$ cat src/rtl/ascii_parse_pkg.sv
// Shared types and ASCII constants for the streaming ASCII number parser.
package ascii_parse_pkg;

  typedef enum logic [1:0] {
    IDLE  = 2'd0,
    ACCUM = 2'd1,
    DONE  = 2'd2
  } state_t;

  typedef enum logic [1:0] {
    ERR_OK   = 2'd0,
    ERR_BASE = 2'd1,
    ERR_CHAR = 2'd2,
    ERR_OVF  = 2'd3
  } err_t;

  localparam logic [7:0] ASCII_0  = 8'h30;
  localparam logic [7:0] ASCII_UA = 8'h41;
  localparam logic [7:0] ASCII_LA = 8'h61;

endpackage

$ cat src/rtl/ascii_digit_decode.sv
// Combinational ASCII digit decoder; lowercase hex is accepted only when
// PARSE_LOWERCASE_EN is defined.
module ascii_digit_decode
  import ascii_parse_pkg::*;
(
  input  logic [7:0] ch,
  input  logic [4:0] base,
  output logic [3:0] digit,
  output logic       is_valid
);

  logic known;

  always_comb begin
    digit = 4'd0;
    known = 1'b0;
    if (ch >= ASCII_0 && ch <= ASCII_0 + 8'd9) begin
      digit = 4'(ch - ASCII_0);
      known = 1'b1;
    end else if (ch >= ASCII_UA && ch <= ASCII_UA + 8'd5) begin
      digit = 4'(ch - ASCII_UA + 8'd10);
      known = 1'b1;
    end
`ifdef PARSE_LOWERCASE_EN
    else if (ch >= ASCII_LA && ch <= ASCII_LA + 8'd5) begin
      digit = 4'(ch - ASCII_LA + 8'd10);
      known = 1'b1;
    end
`endif
    // A digit is only meaningful when it fits the active base.
    is_valid = known && ({1'b0, digit} < base);
  end

endmodule

$ cat src/rtl/ascii_base_parser.sv
// Streaming ASCII-to-binary parser for runtime bases 2..16 (MSD first).
// Optional lowercase hex digits via PARSE_LOWERCASE_EN.
module ascii_base_parser
  import ascii_parse_pkg::*;
#(
  parameter int WIDTH = 32
) (
  input  logic             clk,
  input  logic             rst_n,
  input  logic             start,
  input  logic [4:0]       base,
  input  logic             char_valid,
  output logic             char_ready,
  input  logic [7:0]       char_data,
  input  logic             char_last,
  output logic             out_valid,
  input  logic             out_ready,
  output logic [WIDTH-1:0] out_value,
  output logic [1:0]       out_err,
  output logic             busy
);

  state_t             state_reg;
  logic [WIDTH-1:0]   acc_reg;
  logic [4:0]         base_reg;
  err_t               err_reg;

  logic [3:0]         digit;
  logic               dig_valid;
  logic [WIDTH+3:0]   t;
  logic [WIDTH-1:0]   acc_next;
  err_t               err_next;
  logic               accept;

  ascii_digit_decode u_decode (
    .ch       (char_data),
    .base     (base_reg),
    .digit    (digit),
    .is_valid (dig_valid)
  );

  assign accept = char_valid && char_ready;

  // Four guard bits hold acc*16+15 exactly, so any nonzero guard bit means overflow.
  always_comb begin
    t        = ({4'b0000, acc_reg} * {{(WIDTH-1){1'b0}}, base_reg})
             + {{WIDTH{1'b0}}, digit};
    acc_next = acc_reg;
    err_next = err_reg;
    if (err_reg == ERR_OK) begin
      if (!dig_valid)
        err_next = ERR_CHAR;
      else if (t[WIDTH+3:WIDTH] != 4'd0)
        err_next = ERR_OVF;
      else
        acc_next = t[WIDTH-1:0];
    end
  end

  always_ff @(posedge clk or negedge rst_n) begin
    if (!rst_n) begin
      state_reg  <= IDLE;
      acc_reg    <= '0;
      base_reg   <= 5'd0;
      err_reg    <= ERR_OK;
      char_ready <= 1'b0;
      out_valid  <= 1'b0;
      out_value  <= '0;
      out_err    <= 2'd0;
      busy       <= 1'b0;
    end else begin
      case (state_reg)
        IDLE: begin
          if (start) begin
            acc_reg <= '0;
            busy    <= 1'b1;
            if (base >= 5'd2 && base <= 5'd16) begin
              base_reg   <= base;
              err_reg    <= ERR_OK;
              char_ready <= 1'b1;
              state_reg  <= ACCUM;
            end else begin
              err_reg   <= ERR_BASE;
              out_valid <= 1'b1;
              out_value <= '0;
              out_err   <= ERR_BASE;
              state_reg <= DONE;
            end
          end
        end
        ACCUM: begin
          if (accept) begin
            acc_reg <= acc_next;
            err_reg <= err_next;
            if (char_last) begin
              char_ready <= 1'b0;
              out_valid  <= 1'b1;
              out_value  <= (err_next == ERR_OK) ? acc_next : '0;
              out_err    <= err_next;
              state_reg  <= DONE;
            end
          end
        end
        DONE: begin
          if (out_ready) begin
            out_valid <= 1'b0;
            busy      <= 1'b0;
            state_reg <= IDLE;
          end
        end
        default: state_reg <= IDLE;
      endcase
    end
  end

endmodule

$ cat config.mk
export PLATFORM = sky130hd
export DESIGN_NAME = ascii_base_parser
export DESIGN_NICKNAME = d
export VERILOG_FILES = /design/src/rtl/ascii_parse_pkg.sv /design/src/rtl/ascii_digit_decode.sv /design/src/rtl/ascii_base_parser.sv
export SDC_FILE = /design/constraint.sdc
export NUM_CORES = 1
export LEC_CHECK = 0
export CAP_MARGIN = 40
export CORE_UTILIZATION = 35
export CTS_CLUSTER_DIAMETER = 50
export CTS_CLUSTER_SIZE = 10
export DETAILED_ROUTE_END_ITERATION = 10
export PLACE_DENSITY = 0.51
export SLEW_MARGIN = 40
export SYNTH_ARGS = -nofsm -noshare
export SYNTH_HDL_FRONTEND = slang
export SYNTH_SLANG_ARGS = --single-unit
$ cat constraint.sdc
create_clock -name clk -period 7.25 [get_ports clk]
set_input_delay 1.45 -clock clk [delete_from_list [all_inputs] [get_ports clk]]
set_output_delay 1.45 -clock clk [all_outputs]
set_load 0.05 [all_outputs]
==> key figures, run 1 <==
Place
  • # port buffers: 55
  • Placed cell count: 1330
  • HPWL after DPL: 18300 microns
  • Placer Congestion: 0.799
  • Post-place setup slack: -0.198 ns

Worst setup path
  • Top Family by Delay on Critical Path: adder cells
  • Crit-path cells: clkdlybuf4s50_1, inv_1, ha_1, or3b_2, and4_1, o22a_1, inv_1, fa_1, inv_1, ha_1, fa_1, fa_1, a211o_1, a211oi_2, o32a_1, a211o_1, a22oi_2, xnor2_2, nand4_2, buf_4, nor3_1, a22o_1
  • Worst r2r path cells: 17
  • Kind of critical path: primary input to register
  • WP data arrival: between 7 and 8 ns
  • CP Buf/Inv Count: 5
  • R2r setup slk: 1.52 ns
  • Worst Path Max Fanout: 5
  • R2r endpoint: out_value[28]$_DFFE_PN0P_
  • Max stage delay on crit path: 0.53 ns
  • Required time of the worst setup path: 7.54 ns
  • Worst setup SP type: primary input
  • Slowest cell on crit path: fa_1
  • CP Depth: 22
  • RR Startpoint: base_reg[4]$_DFFE_PN0P_
  • Crit. End Element: register

Synth
  • Ys Warns: 0
  • Register area share after synthesis: 0.223
  • Async set-reset flop share out of synthesis: 1.00
  • Post-synth cell types: 65
  • Mapped Avg Cell Area: 9.23 sq um
  • Syn Inst Count: approximately 950
  • Cell Area, Synth: between 0.008 and 0.009 sq mm
  • Synth Register Bits: 78
  • Synth top area cells: dfrtp_1 (22%), fa_1 (21%), ha_1 (12%)
  • Post-synth EDFFs: 0
  • Synth area leader: dfrtp_1
  • Syn nets: 1140
  • Main flop type after synthesis: dfrtp_1
  • Synth top area share: 0.223

Floorplan
  • Core ar.: ~0.024 sq mm
  • Chip Height: 160 microns
  • Initial Util: 0.358
  • Cell row count: 57
  • Total die area: 0.0256 sq mm
  • IO Count: 56
  • Die Wd: 160 microns

Routing
  • Post-DR wirelength/cell: 17.3 microns
  • Vias/cell: 5.22
  • DR pass1 iterations: 5
  • Detailed Route WL: about 23000 microns
  • Routed vias: 7030
  • DRT iter0 DRCs: 356
  • Antenna Nets Post-Route: 0
  • DRC: 0

GRT
  • Pin count of the biggest net entering global routing: 76
  • First-pass GRT wire length: ~39000 microns
  • Initial antenna violation count: 0
  • Tot GR Track Use: 0.193
  • Remaining Overflow, GRT: 0
  • Vias in the first global route: 7277

CTS
  • Hold Buf Count CTS: 0
  • Clk_lat worst skew: between 0.3 and 0.4 ns
  • Max clock buf depth: 2
  • H-tree levels: 3
  • # Post-CTS Setup Buffers: 0
  • CTS buffer count: 9
  • Clock-pin slew on the worst setup and hold paths: 0.06 ns
  • CTS tree: yes
  • TritonCTS Sinks: ~80
  • CTS root buf: clkbuf_16

Timing
  • Slew @ Worst Pin: 0.718 ns
  • Tcrit/Tclk final: 0.956
  • Achievable clock frequency: between 100 and 150 MHz
  • PnR worst setup slack: roughly 0.32 ns
  • Max-slew headroom: 0.521
  • Final Hold Viols: 0
  • Clk_skew: 0.0111 ns
  • Setup Viol. Count Final: 0
  • Fin crit period: 6.93 ns
  • Setup TNS: 0 ns
  • Slew Limit Fails: 0
  • Unrepaired setup endpoints after global routing: false
  • WHS: between 0.4 and 0.5 ns

Pwr
  • Worst vdd ir: 0.208 mV
  • Total Power: 1.58 mW
  • Cell Pwr Density: 154 mW/mm^2
  • LEAKAGE: 5.20 nW

Final layout
  • Most frequent cells in the layout: nand2_1 (143), fa_1 (93), inv_1 (84), and2_1 (83), ha_1 (81)
  • N_diodes: 0
  • Net count, final: 1211
  • Filler-free cell count of the finished design: 1347
  • Most common cell after layout, fill and taps aside: nand2_1
  • Share of cells above drive strength 1: 0.0860
  • Area grow syn2layout: 17.2%

Run
  • Max Cap Violations: 0

Hold path
  • Hold crit path type: register to register
  • Worst min-delay path endpoint: out_value[16]$_DFFE_PN0P_
  • Hold path cells: 2
  • Hold path startpoint: out_value[16]$_DFFE_PN0P_

Outcome
  • Run status: finished, final reports clean
## cells in the mapped netlist, types with 2 or more instances
cell / instances
nand2_1: 143
nor3b_1: 3
clkbuf_1: 33
a21oi_1: 37
a211o_1: 8
a311oi_1: 2
dfrtp_1: 78
o22ai_1: 2
nand3_1: 11
and3_1: 15
mux2_2: 6
buf_6: 2
nor2b_1: 5
fa_1: 93
xor2_1: 18
o31ai_1: 4
inv_1: 84
a211oi_1: 8
a22o_1: 7
a31o_2: 4
o211a_1: 3
o211ai_1: 6
o21bai_1: 3
o2bb2ai_1: 12
a32o_1: 10
nor3_1: 13
nor2_1: 30
o21a_1: 8
o32a_1: 2
nand4_1: 6
xnor2_1: 15
a31oi_1: 2
o21ai_0: 51
a21o_1: 14
a221o_1: 6
a21boi_0: 4
nand2b_1: 2
buf_2: 4
and2_1: 83
a41oi_1: 2
and4_1: 2
nand3b_1: 2
a22oi_1: 2
ha_1: 81
## power breakdown
group	internal [mW]	leakage [nW]	switching (mW)
combinational	0.159	3.99	0.354
clock	0.270	0.147	0.208
sequential	0.472	1.06	0.116
total	0.901	5.20	0.677
## metal layers
layer	wire length [microns]	track usage	share of wire	vias up
met3	797	0.0200	0.034	14
met4	187	0.0364	0.0080	0
met2	10600	0.308	0.45	144
met1	11800	0.283	0.50	3500
met5	0	0	0	-
li1	-	-	-	3372
## area by class of cell
| type | count | area, sq um |
|---|---|---|
| Fill cell | 2514 | 14200 |
| Multi-Input combinational cell | 746 | 6340 |
| Sequential cell | 78 | 1950 |
| Timing Repair Buffer | 99 | 927 |
| Tap cell | 324 | 405 |
| Inverter | 84 | 315 |
| Clock buffer | 10 | 229 |
| Clock inverter | 6 | 70.1 |
## how the worst max path moves through the flow
stage | start | to | slack [ns]
after global placement | char_data[1] | out_value[28]$_DFFE_PN0P_ | -0.14
after global routing | char_data[1] | out_value[28]$_DFFE_PN0P_ | 0.05
after detailed placement | char_data[1] | acc_reg[31]$_DFFE_PN0P_ | -0.20
final | char_data[1] | out_value[28]$_DFFE_PN0P_ | 0.32
after floorplan | char_data[1] | acc_reg[3]$_DFFE_PN0P_ | 0.67
after CTS | char_data[1] | out_value[28]$_DFFE_PN0P_ | 0.14
## worst reg2reg max path, cell delays in order, from the launching register on
cell	delay [ns]
dfrtp_1	0.79
buf_4	0.37
nand2_1	0.13
fa_1	0.54
inv_1	0.05
fa_1	0.50
fa_1	0.50
ha_1	0.40
a21oi_1	0.26
o21ai_0	0.18
a211oi_1	0.34
nand3b_1	0.12
mux2_2	0.29
a211oi_2	0.29
nand4_2	0.20
buf_4	0.20
nor3_1	0.31
a22o_1	0.19
## cell families after synthesis
| logic type | synth area share |
|---|---|
| buf+inv | 0.0551 |
| xor+xnor | 0.0331 |
| compound gates | 0.170 |
| flops | 0.223 |
| mux | 0.00888 |
| simple gates | 0.181 |
| fa+ha+maj | 0.329 |
## metrics by stage
step | utilization | cell area [sq um]
2_1_floorplan | - | 8740
3_5_place_dp | 0.405 | 9880
4_1_cts | 0.417 | 10200
6_report | 0.420 | 10200
3_3_place_gp | 0.405 | 9870
5_1_grt | 0.420 | 10200
## timing repair
item	in CTS	in global routing
endpoints found under the setup margin	0	63
gates resized for setup	0	6
hold endpoints to repair	0	0
Power figures use the tool's default switching activity.
==> run 2, diff against run 1 <==
Settings changed: CORE_UTILIZATION 35 to 55, CTS_CLUSTER_DIAMETER 50 to unset, MAX_ROUTING_LAYER set to met4, PLACE_DENSITY 0.51 to 0.74.
==> run 2 against run 1 <==
Total power decreased by 2.4%. Register-to-register slack is essentially flat. Largest cell class unchanged. First-iteration DRC count up 18%. Die area down 36%. Worst setup slack worse by 0.028 ns. Combinational power grew 4%. Critical path depth is the same. Fmax fell by 0.40%. Clock-buffer cell count is 1 lower. Non-clock buffer count fell by 12. Hold slack gained 0.00088 ns. Clock skew decreased by 0.0013 ns.
==> key figures, run 2 (synthesized netlist as in run 1, its figures left out) <==
GRT
  • Tot GR Track Use: 0.292 (+0.0986)
  • Vias in the first global route: 7115 (-2.2%)
  • Remaining Overflow, GRT: 0 (unchanged)
  • Pin count of the biggest net entering global routing: 79 (+3.9%)
  • First-pass GRT wire length: 36100 microns (-7.9%)
  • Initial antenna violation count: 0 (unchanged)

Place
  • Placer Congestion: 0.891 (+12%)
  • Post-Place Cell Area: 0.00965 sq mm (-2.4%)
  • HPWL after DPL: 16100 microns (-12%)
  • # port buffers: 55 (unchanged)
  • Placed cell count: 1205 (-9.4%)

CTS
  • Post-cts sizing count: 0 (unchanged)
  • Clock-pin slew on the worst setup and hold paths: 0.07 ns (about the same)
  • CTS buffer count: 9 (unchanged)
  • # Post-CTS Setup Buffers: 0 (unchanged)
  • Max clock buf depth: 2 (unchanged)
  • CTS root buf: clkbuf_16
  • Clk_lat worst skew: 0.36 ns (about the same)
  • H-tree levels: 3 (unchanged)
  • CTS tree: yes
  • TritonCTS Sinks: 78 (unchanged)
  • Hold Buf Count CTS: 0 (unchanged)

Timing
  • Max-slew headroom: 0.421 (-0.100)
  • Slew @ Worst Pin: 0.869 ns (+0.151 ns)
  • Unrepaired setup endpoints after global routing: false
  • Final Hold Viols: 0 (unchanged)
  • Setup Viol. Count Final: 0 (unchanged)
  • Slew Limit Fails: 0 (unchanged)
  • WHS: 0.475 ns (+0.000877 ns)
  • Clk_skew: 0.00976 ns (-0.00131 ns)
  • Setup TNS: 0 ns (unchanged)
  • Tcrit/Tclk final: 0.960 (+0.00388)
  • Fin crit period: 6.96 ns (+0.0281 ns)
  • Achievable clock frequency: 144 MHz (-0.40%)

Worst setup path
  • Max stage delay on crit path: 0.54 ns (about the same)
  • Required time of the worst setup path: 7.50 ns (-0.04 ns)
  • Worst Path Max Fanout: 11 (+6)
  • Kind of critical path: primary input to register
  • Worst setup SP type: primary input
  • Crit. End Element: register
  • Crit-path cells: clkdlybuf4s50_1, inv_1, ha_1, or3b_2, and4_1, o22a_1, inv_1, fa_1, inv_1, ha_1, fa_1, fa_1, a211o_1, a211oi_2, o32a_1, a211o_1, a22oi_2, xnor2_1, and4_4, buf_4, o21ai_0, a31o_2
  • WP data arrival: 7.21 ns (about the same)
  • Slowest cell on crit path: fa_1

Hold path
  • Hold crit path type: register to register

Outcome
  • Run status: finished, final reports clean

Routing
  • Detailed Route WL: 21300 microns (-9.0%)
  • Vias/cell: 5.76 (+10%)
  • Post-DR wirelength/cell: 17.4 microns (+0.36%)
  • Antenna Nets Post-Route: 0 (unchanged)
  • Routed vias: 7038 (+0.11%)
  • DR pass1 iterations: 5 (unchanged)
  • DRT iter0 DRCs: 419 (+18%)
  • DRC: 0 (unchanged)

Final layout
  • Area grow syn2layout: 14.1%
  • Filler-free cell count of the finished design: 1222 (-9.3%)
  • Most common cell after layout, fill and taps aside: nand2_1
  • N_diodes: 0 (unchanged)
  • Final instance area: 0.00997 sq mm (-2.7%)
  • Most frequent cells in the layout: nand2_1 (143), fa_1 (93), inv_1 (84), and2_1 (83), ha_1 (81)
  • Net count, final: 1199 (-0.99%)
  • Share of cells above drive strength 1: 0.0712 (-0.0148)

Run
  • Max Cap Violations: 0 (unchanged)

Floorplan
  • IO Count: 56 (unchanged)
  • Initial Util: 0.569 (+0.210)
  • Cell row count: 45 (-21%)
  • Die Wd: 128 microns (-20%)
  • Total die area: 0.0164 sq mm (-36%)
  • Chip Height: 128 microns (-20%)
  • Core ar.: 0.0154 sq mm (-37%)

Pwr
  • Clk pwr share: 0.293 (-0.010)
  • LEAKAGE: 5.13 nW (-1.4%)
  • Sw Pwr: 0.676 mW (-0.17%)
  • Total Power: 1.54 mW (-2.4%)
  • Switching Share: 0.439 (+0.00994)
  • Flop pwr share: 0.361 (-0.011)
  • Pint: 0.864 mW (-4.1%)
  • Logic gate share of total power: 0.346 (+0.021)
  • Cell Pwr Density: 154 mW/mm^2 (+0.23%)
  • Worst vdd ir: 0.240 mV (+16%)
run 2: cell types whose count changed in the layout (fill, tap and decap cells not counted), sizes merged:
cell	delta
buf	-12
inv	+2
clkbuf	-1
bufinv	-1
clkinvlp	+1
clkinv	-1
run 2: area by class of cell:
cell class	instances	area (sq um)
multi-input combinational	746	6320
fill	1327	5400
sequential	78	1950
timing repair buffer	87	837
inverter	84	315
tap	211	264
clock buffer	9	225
clock inverter	7	56.3
run 2: final timing paths:
| check | start | endpoint | slack [ns] | depth (start not counted) |
|---|---|---|---|---|
| worst min register to register | out_value[15]$_DFFE_PN0P_ | out_value[15]$_DFFE_PN0P_ | 0.48 | 2 |
| max in group asynchronous | rst_n | out_value[22]$_DFFE_PN0P_ | 5.74 | 2 |
| worst max register to register | base_reg[4]$_DFFE_PN0P_ | acc_reg[5]$_DFFE_PN0P_ | 1.53 | 17 |
| min in group asynchronous | rst_n | busy$_DFFE_PN0P_ | 0.92 | 1 |
| worst min-delay path | out_value[15]$_DFFE_PN0P_ | out_value[15]$_DFFE_PN0P_ | 0.48 | 2 |
| worst max-delay path | char_data[1] | acc_reg[3]$_DFFE_PN0P_ | 0.29 | 22 |
run 2: power groups by stage:
stage                     sequential (mW)  clock (mW)  combinational [mW]
final                               0.556       0.451               0.532
after global routing                0.563       0.471               0.579
after CTS                           0.554       0.454               0.525
after detailed placement            0.562           0               0.521
after global placement              0.558           0               0.516
after floorplan                     0.543           0               0.331
run 2: metal layers:
metal,GRT usage,share of wire
met1,0.406,0.48
met2,0.445,0.45
met5,-,0
met4,0.0941,0.023
met3,0.0359,0.054
run 2: stage by stage:
stage | worst slack (ns) | util
detailed placement | -0.178 | 0.628
CTS | 0.181 | 0.646
global route | 0.00451 | 0.649
floorplan | 0.671 | -
finish | 0.293 | 0.649
global placement | 0.0123 | 0.627
run 2: critical path, delay by kind of cell:
kind,cells,cell delay (ns)
adders and majority gates,5,1.89
AOI/OAI and AO/OA,8,1.68
and+or+nand+nor,3,1.01
buffers and inverters,5,0.88
xor gates and xnor gates,1,0.27
